[src/rtl/vga_pattern_engine_if.sv]
// ----------------------------------------------------------------------------
// vga_pattern_engine_if
//   Bundles the signals between the sync generator / configuration source
//   (master) and the VGA test-pattern engine (slave).
//
//   master drives : hpos, vpos, display_on, mode, fg_index, cfg_scroll,
//                   cfg_cycle, rom_pixel
//   slave drives  : rom_x, rom_y (combinational ROM address),
//                   r, g, b (registered colour), frame_tick (registered pulse)
// ----------------------------------------------------------------------------
interface vga_pattern_engine_if #(
  parameter int COORD_W    = 10,
  parameter int COLOR_BITS = 2,
  parameter int TILE_LOG2  = 7
);
  logic [COORD_W-1:0]    hpos;
  logic [COORD_W-1:0]    vpos;
  logic                  display_on;
  logic [1:0]            mode;
  logic [2:0]            fg_index;
  logic                  cfg_scroll;
  logic                  cfg_cycle;
  logic [TILE_LOG2-1:0]  rom_x;
  logic [TILE_LOG2-1:0]  rom_y;
  logic                  rom_pixel;
  logic [COLOR_BITS-1:0] r;
  logic [COLOR_BITS-1:0] g;
  logic [COLOR_BITS-1:0] b;
  logic                  frame_tick;

  modport master (
    output hpos, vpos, display_on, mode, fg_index, cfg_scroll, cfg_cycle,
           rom_pixel,
    input  rom_x, rom_y, r, g, b, frame_tick
  );

  modport slave (
    input  hpos, vpos, display_on, mode, fg_index, cfg_scroll, cfg_cycle,
           rom_pixel,
    output rom_x, rom_y, r, g, b, frame_tick
  );
endinterface

[src/rtl/vga_pattern_engine.sv]
// ----------------------------------------------------------------------------
// vga_pattern_engine
//   VGA test-pattern generator placed between the sync generator and the
//   PMOD colour mapping. Four patterns (tiled bitmap, single bitmap tile,
//   checkerboard, colour bars), per-frame horizontal scrolling and optional
//   palette colour cycling. Configuration is captured into shadow registers
//   only on the frame tick (hpos==0, vpos==V_TICK, first blanking line), so
//   a frame never tears.
//
//   Ports:
//     clk    - pixel clock
//     reset  - synchronous, active-high
//     bus    - vga_pattern_engine_if.slave:
//                hpos/vpos/display_on   pixel position and active video
//                mode/fg_index          pattern select, foreground palette index
//                cfg_scroll/cfg_cycle   scroll / colour-cycle enables
//                rom_x/rom_y            combinational bitmap ROM address
//                rom_pixel              bitmap bit, same cycle as rom_x/rom_y
//                r/g/b                  registered colour, 1-cycle latency
//                frame_tick             registered 1-cycle pulse per frame
//
//   Build option: define VGA_PATTERN_CYCLE_EN to build colour cycling
//   (div_cnt / color_off). Without it color_off is a constant 0 and
//   cfg_cycle is ignored.
// ----------------------------------------------------------------------------
module vga_pattern_engine #(
  parameter int COORD_W     = 10,
  parameter int COLOR_BITS  = 2,
  parameter int TILE_LOG2   = 7,
  parameter int CHK_LOG2    = 4,
  parameter int BAR_SHIFT   = 6,
  parameter int V_TICK      = 480,
  parameter int SCROLL_STEP = 1,
  parameter int CYCLE_DIV   = 8
) (
  input logic                 clk,
  input logic                 reset,
  vga_pattern_engine_if.slave bus
);

  localparam int DIV_W = (CYCLE_DIV > 1) ? $clog2(CYCLE_DIV) : 1;

  // Palette: each index bit replicated across one colour channel, packed {r,g,b}.
  function automatic logic [3*COLOR_BITS-1:0] palette(input logic [2:0] idx);
    return {{COLOR_BITS{idx[0]}}, {COLOR_BITS{idx[1]}}, {COLOR_BITS{idx[2]}}};
  endfunction

  // Shadow configuration and per-frame state
  logic [1:0]           sh_mode;
  logic [2:0]           sh_fg;
  logic                 sh_scroll;
  logic [TILE_LOG2-1:0] scroll_x;
  logic [2:0]           color_off;

  // Stage p0: combinational pixel decode from the current position
  logic                 vld_p0;
  logic                 tick_p0;
  logic [TILE_LOG2-1:0] sx_p0;
  logic [2:0]           fg_p0;
  logic                 in_tile_p0;
  logic                 chk_p0;
  logic [2:0]           bar_p0;
  logic [2:0]           idx_p0;

  // Stage p1: registered outputs
  logic [COLOR_BITS-1:0] r_p1;
  logic [COLOR_BITS-1:0] g_p1;
  logic [COLOR_BITS-1:0] b_p1;
  logic                  tick_p1;

  assign vld_p0  = bus.display_on;
  assign tick_p0 = (bus.hpos == '0) && (bus.vpos == COORD_W'(V_TICK));

  // Only the low TILE_LOG2 bits of hpos matter: the sum wraps at the tile edge.
  assign sx_p0      = bus.hpos[TILE_LOG2-1:0] + scroll_x;
  assign bus.rom_x  = sx_p0;
  assign bus.rom_y  = bus.vpos[TILE_LOG2-1:0];

  assign fg_p0      = sh_fg + color_off;
  assign in_tile_p0 = ((bus.hpos >> TILE_LOG2) == '0) &&
                      ((bus.vpos >> TILE_LOG2) == '0);
  assign chk_p0     = sx_p0[CHK_LOG2] ^ bus.vpos[CHK_LOG2];
  // Bars use unscrolled hpos and wrap after 8 bars via the 3-bit truncation.
  assign bar_p0     = 3'(bus.hpos >> BAR_SHIFT) + color_off;

  always_comb begin
    idx_p0 = 3'd0;
    if (vld_p0) begin
      case (sh_mode)
        2'd0:    idx_p0 = bus.rom_pixel ? fg_p0 : 3'd0;
        2'd1:    idx_p0 = (in_tile_p0 && bus.rom_pixel) ? fg_p0 : 3'd0;
        2'd2:    idx_p0 = chk_p0 ? fg_p0 : 3'd0;
        default: idx_p0 = bar_p0;
      endcase
    end
  end

  // Stage p0 -> p1: colour register, tick pulse, shadow/scroll update
  always_ff @(posedge clk) begin
    if (reset) begin
      r_p1      <= '0;
      g_p1      <= '0;
      b_p1      <= '0;
      tick_p1   <= 1'b0;
      sh_mode   <= 2'd0;
      sh_fg     <= 3'd6;
      sh_scroll <= 1'b0;
      scroll_x  <= '0;
    end else begin
      {r_p1, g_p1, b_p1} <= palette(idx_p0);
      tick_p1            <= tick_p0;
      if (tick_p0) begin
        sh_mode   <= bus.mode;
        sh_fg     <= bus.fg_index;
        sh_scroll <= bus.cfg_scroll;
        // Scroll uses the enable latched on the previous tick.
        if (sh_scroll)
          scroll_x <= scroll_x + TILE_LOG2'(SCROLL_STEP);
      end
    end
  end

`ifdef VGA_PATTERN_CYCLE_EN
  logic             sh_cycle;
  logic [DIV_W-1:0] div_cnt;

  always_ff @(posedge clk) begin
    if (reset) begin
      sh_cycle  <= 1'b0;
      div_cnt   <= '0;
      color_off <= 3'd0;
    end else if (tick_p0) begin
      sh_cycle <= bus.cfg_cycle;
      if (sh_cycle) begin
        if (div_cnt == DIV_W'(CYCLE_DIV - 1)) begin
          div_cnt   <= '0;
          color_off <= color_off + 3'd1;
        end else begin
          div_cnt <= div_cnt + DIV_W'(1);
        end
      end
    end
  end
`else
  logic unused_cfg_cycle;

  assign color_off        = 3'd0;
  assign unused_cfg_cycle = bus.cfg_cycle;
`endif

  assign bus.r          = r_p1;
  assign bus.g          = g_p1;
  assign bus.b          = b_p1;
  assign bus.frame_tick = tick_p1;

endmodule

[src/flat_wrapper.sv]
// flat-port wrapper written by rule: the top's interface ports become plain ports
module vga_pattern_engine_flat 
#(
  parameter int COORD_W     = 10,
  parameter int COLOR_BITS  = 2,
  parameter int TILE_LOG2   = 7,
  parameter int CHK_LOG2    = 4,
  parameter int BAR_SHIFT   = 6,
  parameter int V_TICK      = 480,
  parameter int SCROLL_STEP = 1,
  parameter int CYCLE_DIV   = 8
)
  (clk, reset, bus_hpos, bus_vpos, bus_display_on, bus_mode, bus_fg_index, bus_cfg_scroll, bus_cfg_cycle, bus_rom_pixel, bus_rom_x, bus_rom_y, bus_r, bus_g, bus_b, bus_frame_tick);
  vga_pattern_engine_if #(.COORD_W(COORD_W), .COLOR_BITS(COLOR_BITS), .TILE_LOG2(TILE_LOG2)) bus_i ();
  input logic clk;
  input logic reset;
  input wire logic [$bits(bus_i.hpos)-1:0] bus_hpos;
  input wire logic [$bits(bus_i.vpos)-1:0] bus_vpos;
  input wire logic [$bits(bus_i.display_on)-1:0] bus_display_on;
  input wire logic [$bits(bus_i.mode)-1:0] bus_mode;
  input wire logic [$bits(bus_i.fg_index)-1:0] bus_fg_index;
  input wire logic [$bits(bus_i.cfg_scroll)-1:0] bus_cfg_scroll;
  input wire logic [$bits(bus_i.cfg_cycle)-1:0] bus_cfg_cycle;
  input wire logic [$bits(bus_i.rom_pixel)-1:0] bus_rom_pixel;
  output wire logic [$bits(bus_i.rom_x)-1:0] bus_rom_x;
  output wire logic [$bits(bus_i.rom_y)-1:0] bus_rom_y;
  output wire logic [$bits(bus_i.r)-1:0] bus_r;
  output wire logic [$bits(bus_i.g)-1:0] bus_g;
  output wire logic [$bits(bus_i.b)-1:0] bus_b;
  output wire logic [$bits(bus_i.frame_tick)-1:0] bus_frame_tick;
  assign bus_i.hpos = bus_hpos;
  assign bus_i.vpos = bus_vpos;
  assign bus_i.display_on = bus_display_on;
  assign bus_i.mode = bus_mode;
  assign bus_i.fg_index = bus_fg_index;
  assign bus_i.cfg_scroll = bus_cfg_scroll;
  assign bus_i.cfg_cycle = bus_cfg_cycle;
  assign bus_i.rom_pixel = bus_rom_pixel;
  assign bus_rom_x = bus_i.rom_x;
  assign bus_rom_y = bus_i.rom_y;
  assign bus_r = bus_i.r;
  assign bus_g = bus_i.g;
  assign bus_b = bus_i.b;
  assign bus_frame_tick = bus_i.frame_tick;
  vga_pattern_engine #(.COORD_W(COORD_W), .COLOR_BITS(COLOR_BITS), .TILE_LOG2(TILE_LOG2), .CHK_LOG2(CHK_LOG2), .BAR_SHIFT(BAR_SHIFT), .V_TICK(V_TICK), .SCROLL_STEP(SCROLL_STEP), .CYCLE_DIV(CYCLE_DIV)) u_core (.clk(clk), .reset(reset), .bus(bus_i));
endmodule
[config.mk]
export PLATFORM = sky130hd
export DESIGN_NAME = vga_pattern_engine_flat
export DESIGN_NICKNAME = d
export VERILOG_FILES = /design/src/rtl/vga_pattern_engine_if.sv /design/src/rtl/vga_pattern_engine.sv /design/src/flat_wrapper.sv
export SDC_FILE = /design/constraint.sdc
export NUM_CORES = 1
export LEC_CHECK = 0
export BUFFER_PORTS_ARGS = -buffer_cell sky130_fd_sc_hd__buf_2
export CORE_MARGIN = 3
export CORE_UTILIZATION = 45
export CTS_CLUSTER_SIZE = 24
export DETAILED_ROUTE_END_ITERATION = 10
export GPL_TIMING_DRIVEN = 0
export MAX_ROUTING_LAYER = met4
export PLACE_DENSITY = 0.76
export SLEW_MARGIN = 20
export SYNTH_ARGS = -nofsm -noshare
export SYNTH_HDL_FRONTEND = slang
export SYNTH_SLANG_ARGS = --single-unit
[constraint.sdc]
create_clock -name clk -period 5.4 [get_ports clk]
set_input_delay 0.27 -clock clk [delete_from_list [all_inputs] [get_ports clk]]
set_output_delay 0.27 -clock clk [all_outputs]
set_load 0.005 [all_outputs]
==> results_dict.tcl, run 1 <==
set metrics [dict create \
    status "completed" \
    cp_top_family "simple AND/OR/NAND/NOR gates" \
    cp_cell_sequence "ha_1, fa_1, and3_1, o21a_1, or4_1, and3_1, buf_2" \
    min_from "bus_fg_index[0]" \
    ys.flop_type "dfxtp_1" \
    yosys_warnings 0 \
    grt_first_pass_wirelength_um 5220 \
    switching_share 0.262 \
    endpoint_kind "output pin" \
    post-place-ws_ns 2.88 \
    layoutNonFillerInstCount 232 \
    hold_class "in -> reg" \
    crit_path_frequent_cell "and3_1" \
    post_cts_buffers 0 \
    avgSynthCellArea_um2 8.36 \
    period_minus_slack_ns 2.80 \
    whs_path_depth 3 \
    cts_sinks 17 \
    max_freq_ghz 0.357 \
    fin_util 0.610 \
    tns_ns 0 \
    hold_slack_ns 0.209 \
    synth_area_leader_cell "dfxtp_1" \
    synth_most_common_cell "dfxtp_1" \
    startpoint_type "flop" \
    peakVddDrop_mv 0.182 \
    cts_tree "built" \
    max_cap_violations 0 \
    n_fill_cell 248 \
    cts-root-buf "clkbuf_4" \
    yosys-top-cells-count "dfxtp_1, buf_4, inv_1, nand3_1, a21oi_1" \
    ys_seq_area_frac 0.275 \
    vias 1300 \
    slew_headroom 0.511 \
    worst_pin_slew_ns 0.724 \
    clk_pin_slew_ns 0.11 \
    regToRegSetupSlack_ns 3.25 \
    cts_resized 0 \
    cts_buffers 3 \
    antenna_found_initial 0 \
    hold_end "u_core.sh_fg[0]" \
    rsz0062_at_grt "no" \
    fin_crit_sh 0.519 \
    gp_congestion 0.863 \
    syn_area_mm2 0.00124 \
    overflow 0 \
    grt_max_degree 11 \
    setup_viol 0 \
    critPathMaxStageDelay_ns 0.45 \
    postSynth.asyncResetShare 0 \
    dr.pass1.iters 4 \
    p_leak_nw 0.713 \
    post-place-cells 228 \
    layout.nets 242 \
    path_class "reg -> out" \
    vias_per_cell 5.60 \
    pwr-share-comb 0.179 \
    num_rows 18 \
    core_mm2 0.00254 \
    synthTopCellsByArea "dfxtp_1, ha_1, buf_4, nand3_1, a21oi_1" \
    io_buffers 50 \
    dp_hpwl_um 2580 \
    report.final.slew_viol_count 0 \
    synth_edf_count 0 \
    die_x_um 58.4 \
    r2r_cells 6 \
    antennaDiodeCount 0 \
    crit_buf_inv 1 \
    die_y_um 58.4 \
    startpoint "u_core.scroll_x[0]" \
    drc 0 \
    reg2reg_from "u_core.scroll_x[0]" \
    slowest_stage "or4_1" \
    ys_seq_elements 17 \
    synth.top_cell.area_share 0.275 \
    syn_inst 148 \
    wl_per_cell_um 13.7 \
    start_util 0.486 \
    grt_pass1_vias 1217 \
    power.internal_uw 175 \
    cts_hold_buf 0 \
    yosys.cell_types.count 39 \
    layout_setup_ws_ns 2.60 \
    critPathArrivalTime_ns 2.53 \
    required_ns 5.13 \
    finalClockSkew_ns 0.0111 \
    hold_violations 0 \
    grt_use_total 0.199 \
    switchingPower_uw 62.2 \
    clkPwrFrac 0.291 \
    p_seq_frac 0.531 \
    syn2layout_area_growth_pct 25.5 \
    wl_um 3180 \
    reg2reg_to "u_core.bus.g[0]" \
    drt_iter0_markers 32 \
    htreeDepth 1 \
    dieArea_mm2 0.00342 \
    insertion_delay_ns 0.30 \
    power_density_mw_per_mm2 153 \
    cts-root-to-sink-buffers 2 \
    crit_fanout 5 \
    pin_count 52 \
    syn-num-nets 187 \
    drive_above_1_share 0.376 \
    route.antenna.remaining_nets 0 \
]
-- per-layer routing --
metal | global-route usage | vias to the layer above | routed length [um]
met4 | 0.0232 | 0 | 6
met5 | - | - | 0
met3 | 0.0482 | 2 | 184
met2 | 0.351 | 36 | 1640
met1 | 0.235 | 606 | 1350
li1 | - | 656 | -
-- cell type report --
| type | instances | area (um2) | share of cell area |
|---|---|---|---|
| multi-input combinational | 105 | 759 | 0.489 |
| sequential | 17 | 340 | 0.219 |
| timing repair buffer | 50 | 250 | 0.161 |
| buffer | 16 | 100 | 0.0645 |
| inverter | 10 | 37.5 | 0.0242 |
| tap | 30 | 37.5 | 0.0242 |
| clock buffer | 3 | 22.5 | 0.0145 |
| clock inverter | 1 | 5.00 | 0.00322 |
-- logic make-up (layout without fill, tap and decap cells) --
logic type | Yosys count | after routing | share of synthesized area
compound gates | 34 | 34 | 0.183
fa+ha+maj | 8 | 8 | 0.0870
xor+xnor | 3 | 3 | 0.0212
buf+inv | 26 | 80 | 0.111
mux | 3 | 3 | 0.0273
flops | 17 | 17 | 0.275
simple gates | 57 | 57 | 0.295
-- registers in the layout (all words and copies together), names as in the netlist --
| signal | flops |
|---|---|
| u_core.bus.frame_tick | 1 |
| u_core.sh_mode | 2 |
| u_core.bus.r | 1 |
| u_core.bus.b | 1 |
| u_core.scroll_x | 7 |
| u_core.sh_fg | 3 |
| u_core.sh_scroll | 1 |
| u_core.bus.g | 1 |
-- how the worst max path moves through the flow --
stage / end / slack (ns) / cells past startpoint
2_1_floorplan: bus_rom_x[6] / 3.17 / 6
4_1_cts: bus_rom_x[6] / 2.60 / 7
3_5_place_dp: bus_rom_x[6] / 2.88 / 8
5_1_grt: bus_rom_x[6] / 2.51 / 7
6_report: bus_rom_x[6] / 2.60 / 7
3_3_place_gp: bus_rom_x[6] / 2.92 / 8
-- worst reg2reg max path, stage by stage (launching register included) --
cell	delay (ns)
dfxtp_1	0.37
ha_1	0.22
fa_1	0.41
and3_1	0.26
o2111ai_1	0.20
o311ai_0	0.27
o31ai_1	0.32
-- layout by cell type (no fill, tap or decap), types with 2 or more instances in the layout --
cell	instances
o31ai_1	6
nor3_1	6
nor2b_1	3
clkbuf_4	3
nand2_1	6
or4_1	5
nand3_1	10
o2111ai_1	2
buf_4	10
o21ai_0	5
a21o_1	2
nor4_1	2
ha_1	7
o211ai_1	3
inv_1	10
a21oi_1	9
dfxtp_1	17
and4_1	2
nor2_1	8
mux2_2	3
xor2_1	2
o311ai_0	2
buf_2	51
and3_1	3
nor4_4	2
nand4_1	5
clkbuf_1	4
-- per-stage QoR --
step           instance area [um2]  power [mW]
3_3_place_gp                  1530       0.170
2_1_floorplan                 1240       0.147
6_report                      1550       0.238
3_5_place_dp                  1530       0.171
5_1_grt                       1550       0.249
4_1_cts                       1550       0.239
-- power groups by stage --
stage               registers, mW  logic [mW]  clock network [mW]
floorplan                   0.129      0.0180                   0
global placement            0.129      0.0412                   0
detailed placement          0.129      0.0424                   0
CTS                         0.126      0.0427              0.0704
global route                0.126      0.0469              0.0757
finish                      0.126      0.0424              0.0690
Power figures use the tool's default switching activity.
==> run 2, diff against run 1 <==
- ABC_AREA: default -> 1
- PLACE_DENSITY: 0.76 -> 0.75
- clock period: 5.4 -> 2.8 ns (I/O delays scaled with it)
==> results_dict.tcl, run 2 <==
set metrics [dict create \
    report.final.slew_viol_count 0 \
    required_ns 2.66 \
    slowest_stage "fa_1" \
    cts_sinks 17 \
    hold_violations 0 \
    cp_cell_sequence "ha_1, fa_1, nand2_1, nand2_1, nand3_1, nand2_1, a21oi_1, xor2_1, buf_2" \
    synth_edf_count 0 \
    hold_class "in -> reg" \
    p_leak_nw 0.788 \
    syn2layout_area_growth_pct 24.4 \
    route.antenna.remaining_nets 0 \
    grt_first_pass_wirelength_um 4890 \
    synth_area_leader_cell "dfxtp_1" \
    startpoint_type "flop" \
    period_minus_slack_ns 2.25 \
    final_common_cell "buf_2" \
    vias 1254 \
    antennaDiodeCount 0 \
    tns_ns 0 \
    synth_most_common_cell "nand2_1" \
    cts_resized 0 \
    reg_top3 "u_core.scroll_x x7, u_core.sh_fg x3, u_core.sh_mode x2" \
    drc 0 \
    dieArea_mm2 0.00349 \
    syn_area_mm2 0.00127 \
    die_y_um 59.1 \
    power_density_mw_per_mm2 294 \
    regToRegSetupSlack_ns 0.95 \
    synthTopCellsByArea "dfxtp_1, nand2_1, nand3_1, ha_1, a21oi_1" \
    post_cts_buffers 0 \
    post-place-ws_ns 0.871 \
    pin_count 52 \
    yosys.cell_types.count 24 \
    cts_tree "built" \
    largest_reg_flops 7 \
    synth.top_cell.area_share 0.268 \
    max_freq_ghz 0.445 \
    peakVddDrop_mv 0.288 \
    syn-num-nets 218 \
    wl_per_cell_um 11.4 \
    slew_headroom 0.731 \
    cts-root-to-sink-buffers 2 \
    dp_hpwl_um 2490 \
    grt_use_total 0.187 \
    drt_iter0_markers 45 \
    avgSynthCellArea_um2 7.09 \
    layout_common_cells "buf_2, nand2_1, nand3_1" \
    clk_pin_slew_ns 0.10 \
    syn_inst 179 \
    endpoint_kind "output pin" \
    overflow 0 \
    cts_buffers 3 \
    layout_setup_ws_ns 0.551 \
    max_cap_violations 0 \
    grt_pass1_vias 1122 \
    grt_max_degree 11 \
    fin_crit_sh 0.803 \
    dr.pass1.iters 4 \
    ys.flop_type "dfxtp_1" \
    path_class "reg -> out" \
    gp_congestion 0.793 \
    critPathArrivalTime_ns 2.11 \
    io_buffers 49 \
    status "completed" \
    rsz0062_at_grt "no" \
    yosys_warnings 0 \
    finalClockSkew_ns 0.00211 \
    antenna_found_initial 0 \
    ys_seq_elements 17 \
    ys_seq_area_frac 0.268 \
    worst_pin_slew_ns 0.404 \
    start_util 0.494 \
    crit_path_frequent_cell "nand2_1" \
    vias_per_cell 4.79 \
    core_mm2 0.00257 \
    crit_fanout 6 \
    critPathMaxStageDelay_ns 0.43 \
    cts_hold_buf 0 \
    drive_above_1_share 0.353 \
    num_rows 18 \
    insertion_delay_ns 0.29 \
    htreeDepth 1 \
    die_x_um 59.1 \
    wl_um 2980 \
    top_register "u_core.scroll_x" \
    setup_viol 0 \
    postSynth.asyncResetShare 0 \
    cts-root-buf "clkbuf_4" \
    yosys-top-cells-count "nand2_1, nand3_1, a21oi_1, dfxtp_1, inv_1" \
    layout.nets 272 \
]
## run 2: cell types whose count changed after synthesis, sizes merged, moves of 4 or more
cell,change
nor3,-5
clkbuf,-4
nand2,+33
nand3,+13
nor4,-4
o31ai,-6
a21oi,+8
or4,-5
inv,+9
xnor2,+4
nor2,+13
## run 2: critical path, delay by kind of cell (launching register included)
family | cells | cell delay (ns)
simple gates | 4 | 0.34
compound gates | 1 | 0.16
flops | 1 | 0.37
xor+xnor | 1 | 0.14
fa+ha+maj | 2 | 0.66
buf+inv | 1 | 0.13
## run 2: cells by family (layout without fill, tap and decap cells)
group / count (synthesis) / in the layout / synth area share
AO/OA/AOI/OAI: 22 / 22 / 0.0878
AND/OR/NAND/NOR: 90 / 90 / 0.357
XOR/XNOR: 10 / 10 / 0.0690
buffers and inverters: 32 / 85 / 0.133
adder cells (fa/ha/maj): 8 / 8 / 0.0848
flip-flops: 17 / 17 / 0.268
## run 2: path summary, 6_finish.rpt
path / start / end / depth (start not counted)
hold reg to reg: u_core.sh_mode[0] / u_core.sh_mode[0] / 2
hold / removal: bus_fg_index[2] / u_core.sh_fg[2] / 3
setup reg to reg: u_core.scroll_x[0] / u_core.bus.g[0] / 10
setup / recovery: u_core.scroll_x[0] / bus_rom_x[6] / 9
## run 2: power by group
| part | switching, mW | internal (mW) |
|---|---|---|
| clock | 0.0766 | 0.0555 |
| sequential | 0.000635 | 0.243 |
| combinational | 0.0461 | 0.0428 |
## run 2: area by class of cell
cell class / count / area (um2)
plain buffers: 13 / 97.6
repair buffers: 49 / 245
well taps: 30 / 37.5
flip-flops and latches: 17 / 340
multi-input cells: 130 / 759
fillers: 252 / 990
clock buffers: 4 / 26.3
inverters: 19 / 71.3
## run 2: through the flow
step	instances	total power [mW]	hold WS [ns]	util	instance area, um2
3_3_place_gp	258	0.337	0.344	0.604	1550
4_1_cts	262	0.468	0.0368	0.615	1580
3_5_place_dp	258	0.339	0.345	0.604	1550
5_1_grt	262	0.489	0.0548	0.615	1580
6_report	262	0.464	0.0404	0.615	1580
2_1_floorplan	179	0.292	0.253	-	1270
## run 2: metal layers
metal,part of all wire,wire length (um),track usage,vias to the layer above
li1,-,-,-,681
met1,0.48,1420,0.244,537
met2,0.44,1320,0.290,32
met3,0.066,196,0.0305,4
met4,0.013,40,0.0680,0
met5,0,0,-,-
